### src/rtl/seg_pkg.sv
// Shared constants for the multiplexed seven-segment scan driver:
// glyph table (active-high {a..g}), blank pattern and index width helper.
package seg_pkg;

  localparam logic [6:0] SEG_BLANK = 7'h7F;

  // Entry h holds the lit segments {a,b,c,d,e,f,g} for hex digit h.
  localparam logic [15:0][6:0] GLYPH_ON = {
    7'b1000111,  // F
    7'b1001111,  // E
    7'b0111101,  // d
    7'b1001110,  // C
    7'b0011111,  // b
    7'b1110111,  // A
    7'b1111011,  // 9
    7'b1111111,  // 8
    7'b1110000,  // 7
    7'b1011111,  // 6
    7'b1011011,  // 5
    7'b0110011,  // 4
    7'b1111001,  // 3
    7'b1101101,  // 2
    7'b0110000,  // 1
    7'b1111110   // 0
  };

  function automatic int idx_width(input int n);
    return (n <= 1) ? 1 : $clog2(n);
  endfunction

endpackage

### src/rtl/seg_hex_glyph.sv
// Combinational hex nibble to active-low seven-segment pattern lookup.
module seg_hex_glyph
  import seg_pkg::*;
(
  input  logic [3:0] nibble,
  output logic [6:0] seg
);

  assign seg = ~GLYPH_ON[nibble];

endmodule

### src/rtl/seg_scan_driver.sv
// Time-multiplexed seven-segment scan driver with frame-synchronous display update.
// Optional leading-zero blanking is enabled by defining SEVSEG_LZB_EN.
module seg_scan_driver
  import seg_pkg::*;
#(
  parameter int NUM_DIGITS  = 8,
  parameter int REFRESH_DIV = 100000,
  parameter int BLANK_CYC   = 16
) (
  input  logic                    clk,
  input  logic                    rst_n,
  input  logic [4*NUM_DIGITS-1:0] value,
  input  logic [NUM_DIGITS-1:0]   dp_in,
  input  logic                    load,
  output logic [6:0]              seg,
  output logic                    dp_n,
  output logic [NUM_DIGITS-1:0]   an,
  output logic                    frame_done
);

  localparam int IW = idx_width(NUM_DIGITS);
  localparam int CW = $clog2(REFRESH_DIV);
  localparam int DW = 4 * NUM_DIGITS;

  logic [CW-1:0]         cnt;
  logic [IW-1:0]         idx;
  logic [DW-1:0]         disp_val;
  logic [DW-1:0]         pend_val;
  logic [NUM_DIGITS-1:0] disp_dp;
  logic [NUM_DIGITS-1:0] pend_dp;
  logic                  pending_valid;

  logic                  slot_end;
  logic                  wrap;
  logic [3:0]            nibble;
  logic                  dp_sel;
  logic                  lit;
  logic                  blank;
  logic [6:0]            seg_next;
  logic [NUM_DIGITS-1:0] an_next;

  assign slot_end = (cnt == CW'(REFRESH_DIV - 1));
  assign wrap     = slot_end && (idx == IW'(NUM_DIGITS - 1));
  assign nibble   = disp_val[4*idx +: 4];
  assign dp_sel   = disp_dp[idx];
  assign blank    = (int'(cnt) < BLANK_CYC);

`ifdef SEVSEG_LZB_EN
  // A digit stays lit if it or any more significant nibble is nonzero.
  always_comb begin
    lit = (idx == '0) || dp_sel;
    for (int i = 0; i < NUM_DIGITS; i++) begin
      if ((i >= int'(idx)) && (disp_val[4*i +: 4] != 4'h0)) lit = 1'b1;
    end
  end
`else
  assign lit = 1'b1;
`endif

  assign an_next = (blank || !lit) ? '1 : ~(NUM_DIGITS'(1) << idx);

  seg_hex_glyph u_glyph (
    .nibble (nibble),
    .seg    (seg_next)
  );

  always_ff @(posedge clk or negedge rst_n) begin
    if (!rst_n) begin
      cnt        <= '0;
      idx        <= '0;
      frame_done <= 1'b0;
    end else begin
      cnt        <= slot_end ? '0 : cnt + 1'b1;
      frame_done <= wrap;
      if (slot_end) idx <= wrap ? '0 : idx + 1'b1;
    end
  end

  // Display register only changes at the frame boundary; a load landing
  // exactly on the wrap bypasses the pending register.
  always_ff @(posedge clk or negedge rst_n) begin
    if (!rst_n) begin
      disp_val      <= '0;
      disp_dp       <= '0;
      pend_val      <= '0;
      pend_dp       <= '0;
      pending_valid <= 1'b0;
    end else begin
      if (load) begin
        pend_val <= value;
        pend_dp  <= dp_in;
      end
      if (wrap) begin
        if (load) begin
          disp_val <= value;
          disp_dp  <= dp_in;
        end else if (pending_valid) begin
          disp_val <= pend_val;
          disp_dp  <= pend_dp;
        end
        pending_valid <= 1'b0;
      end else if (load) begin
        pending_valid <= 1'b1;
      end
    end
  end

  always_ff @(posedge clk or negedge rst_n) begin
    if (!rst_n) begin
      seg  <= SEG_BLANK;
      dp_n <= 1'b1;
      an   <= '1;
    end else begin
      seg  <= seg_next;
      dp_n <= ~dp_sel;
      an   <= an_next;
    end
  end

endmodule

### config.mk
export PLATFORM = sky130hd
export DESIGN_NAME = seg_scan_driver
export DESIGN_NICKNAME = d
export VERILOG_FILES = /design/src/rtl/seg_pkg.sv /design/src/rtl/seg_hex_glyph.sv /design/src/rtl/seg_scan_driver.sv
export SDC_FILE = /design/constraint.sdc
export NUM_CORES = 1
export LEC_CHECK = 0
export CORE_UTILIZATION = 56
export DETAILED_ROUTE_END_ITERATION = 6
export GPL_TIMING_DRIVEN = 0
export PLACE_DENSITY = 0.8
export SLEW_MARGIN = 20
export SYNTH_ARGS = -nofsm -noshare
export SYNTH_HDL_FRONTEND = slang
export SYNTH_HIERARCHICAL = 1
export SYNTH_SLANG_ARGS = --single-unit
### constraint.sdc
create_clock -name clk -period 2.8 [get_ports clk]
set_input_delay 0.56 -clock clk [delete_from_list [all_inputs] [get_ports clk]]
set_output_delay 0.56 -clock clk [all_outputs]
set_load 0.03 [all_outputs]
==> flow_metrics.tcl <==
set metrics [dict create \
    status "finished, violations left" \
    violations "DRC" \
    setup_ws_ns 0.220 \
    cts_max_path_buffers 2 \
    area_growth_pct 25.3 \
    swShare 0.217 \
    place.gp.congestion 0.824 \
    seqPwrFrac 0.446 \
    power_switching_uw 864 \
    fp.dieArea_um2 9620 \
    synth_edf_count 0 \
    drt_iter0_drc 107 \
    yosys_warnings 6 \
    drc 8 \
    setup_viol 0 \
    place_area_um2 5910 \
    leakage_nw 2.85 \
    ys_ff_latch 118 \
    overflow 0 \
    cp-end-kind "flop" \
    syn_nets 410 \
    cts_setup_buffers 0 \
    ctsResizeCount 0 \
    synth_area_um2 5170 \
    final_max_slew_viol_count 0 \
    cpMaxStageDelayCell "dfrtp_1" \
    start_util 0.584 \
    synth_top_flop_cell "dfrtp_1" \
    cts_num_sinks 118 \
    finalHoldViolCount 0 \
    worstHoldPathType "input pin to async pin" \
    numCtsBuffers 17 \
    cp_data_arrival_time_ns 3.02 \
    htree_num_levels 4 \
    ant_nets 0 \
    fp.dieW_um 98.1 \
    avgViaCountPerCell 5.51 \
    die_y_um 98.1 \
    clkLatencyLatePin_ns 0.52 \
    grtUsageTotal 0.230 \
    layout.nets 488 \
    routed_wirelength_mm 9.83 \
    hpwl_mm 6.49 \
    cts-root-buf "clkbuf_8" \
    diodes 0 \
    clk_pin_slew_ns 0.06 \
    placed_cells 521 \
    io_pins 60 \
    hold_buffers 0 \
    required_ns 3.24 \
    slew_headroom 0.562 \
    critical_path_class "flop to flop" \
    fmax_mhz 388 \
    crit_fanout 10 \
    min_period_ns 2.58 \
    grt_pass1_vias 3341 \
    pre_cts_ws_ns 0.110 \
    period_share 0.921 \
    dr.pass1.iters 6 \
    drive_above_1_share 0.346 \
    post_layout_nonfiller_instances 553 \
    pwr-share-clk 0.505 \
    start_kind "flop" \
    antenna_found_initial 0 \
    io_buffers 58 \
    core_um2 8850 \
    finalClockSkew_ns 0.0133 \
    cts_tree "yes" \
    crit_path_cell_trace "buf_4 > mux4_2 > nand2_1 > nand2_1 > inv_1 > ha_1 > nor2b_1 > or3b_1 > o21ai_1" \
    synth_cells 354 \
    core.rowCount 34 \
    nFillCells 559 \
    power_frac_comb 0.049 \
    wire_per_inst_um 17.8 \
    vias 3049 \
    synth-async-reset-ratio 1.00 \
    rsz0062_at_grt "false" \
    crit_path_max_incr_delay_ns 0.52 \
    p_int_mw 3.12 \
    postSynthAreaPerCell_um2 14.6 \
    grt_pass1_wl_mm 16.7 \
    power-per-cell-area_nw_per_um2 615 \
    synth.distinct_cells 43 \
    cpMostUsedCell "nand2_1" \
    tightestPinTransition_ns 0.658 \
    synth_seq_area_share 0.575 \
    cap_violations 0 \
    final_design_area_no_fill_um2 6480 \
    ir_drop_mv 0.423 \
    grt_max_degree 63 \
]
## metal layers
layer	GRT usage	vias to the layer above	share of wire	wire length (um)
li1	-	1403	-	-
met1	0.288	1561	0.45	4380
met2	0.391	72	0.50	4940
met3	0.0544	13	0.037	364
met4	0.0839	0	0.014	142
met5	0	-	0	0
## worst paths after layout
kind                       slack (ns)                   start  depth (start not counted)                        to
max in group asynchronous        2.08                   rst_n                          2           an[2]$_DFF_PN1_
hold reg to reg                  0.49  disp_dp[2]$_DFFE_PN0P_                          1    disp_dp[2]$_DFFE_PN0P_
setup / recovery                 0.22      idx[0]$_DFFE_PN0N_                          9          seg[6]$_DFF_PN1_
setup reg to reg                 0.22      idx[0]$_DFFE_PN0N_                          9          seg[6]$_DFF_PN1_
min in group clk                 0.49  disp_dp[2]$_DFFE_PN0P_                          1    disp_dp[2]$_DFFE_PN0P_
hold / removal                  0.007                   rst_n                          1  pend_val[23]$_DFFE_PN0P_
## flip-flops by register name, summed over array words and instances (netlist names)
register	flops
seg	7
dp_n	1
pending_valid	1
frame_done	1
cnt	17
idx	3
disp_val	32
pend_dp	8
an	8
pend_val	32
disp_dp	8
## metrics by stage
stage                     setup TNS [ns]  utilization  hold slack, ns  power [mW]
after floorplan                        0            -           0.264        1.88
after global routing                   0        0.732          0.0360        4.11
after detailed placement               0        0.668           0.475        2.01
after global placement           -347.01        0.665           0.463        1.99
final                                  0        0.732         0.00652        3.98
after CTS                              0        0.732          0.0166        4.02
## area by class of cell
cell class	count	area [um2]	share of cell area
Buffer	19	120	0.0185
Inverter	7	26.3	0.00406
Multi-Input combinational cell	210	2050	0.317
Clock inverter	11	101	0.0156
Tap cell	108	135	0.0209
Timing Repair Buffer	59	609	0.0941
Sequential cell	118	2970	0.459
Clock buffer	21	459	0.0709
## kinds of logic (layout without fill, tap and decap cells)
logic type,after synthesis,after routing,share of synthesized area
adder cells (fa/ha/maj),13,13,0.0315
XOR/XNOR,14,14,0.0237
AND/OR/NAND/NOR,76,76,0.0799
flip-flops,118,118,0.575
multiplexers,96,96,0.247
AO/OA/AOI/OAI,11,11,0.0153
buffers and inverters,26,117,0.0276
## cell usage after synthesis (2+ instances only)
master    instances  area (um2)
dfrtp_1         102        2550
buf_2             3        15.0
xor2_1            8        70.1
nor2_1           17        63.8
dfstp_2          16         420
nand2_1          24        90.1
a22o_1            2        17.5
buf_6             5        56.3
a21oi_1           2        10.0
mux2_1            2        22.5
nand3_1           7        35.0
mux2i_1           3        30.0
clkbuf_1          5        18.8
xnor2_1           6        52.6
nor2b_1           3        18.8
inv_1             6        22.5
ha_1             13         163
and3_1            2        12.5
buf_1             5        18.8
mux4_2           11         248
nand4_1           8        50.1
nor4_1            2        12.5
and4_1            3        26.3
mux2_4           20         300
and2_1            2        12.5
mux2_2           60         676
## power groups by stage
stage,logic [mW],clock network (mW),registers (mW)
final,0.195,2.01,1.78
after detailed placement,0.198,0,1.81
after CTS,0.200,2.04,1.78
after global routing,0.215,2.11,1.78
after floorplan,0.0817,0,1.80
after global placement,0.188,0,1.81
## worst max-delay path: cells and delay by family, from the launching register on
kind / cells / cell delay (ns)
and+or+nand+nor: 4 / 0.68
DFF: 1 / 0.52
muxes: 1 / 0.52
buffers and inverters: 2 / 0.47
adders and majority gates: 1 / 0.24
AOI/OAI and AO/OA: 1 / 0.08
## cell usage in the layout (no fill, tap or decap), drive strengths merged, types with 2 or more instances in the layout
cell / Yosys / routed
buf: 14 / 15
o21ai: 2 / 2
nand3: 7 / 7
nand2: 24 / 24
ha: 13 / 13
nor2: 18 / 18
dfrtp: 102 / 102
clkinv: 1 / 6
and2: 2 / 2
mux4: 11 / 11
clkbuf: 5 / 27
mux2: 82 / 82
and4: 3 / 3
inv: 6 / 7
xnor2: 6 / 6
and3: 2 / 2
xor2: 8 / 8
dfstp: 16 / 16
mux2i: 3 / 3
clkdlybuf4s50: 0 / 57
a22o: 2 / 2
nor4: 3 / 3
a21oi: 2 / 2
clkinvlp: 0 / 4
nand4: 9 / 9
nor2b: 3 / 3
Note: power is estimated with default switching activity, not from simulation.
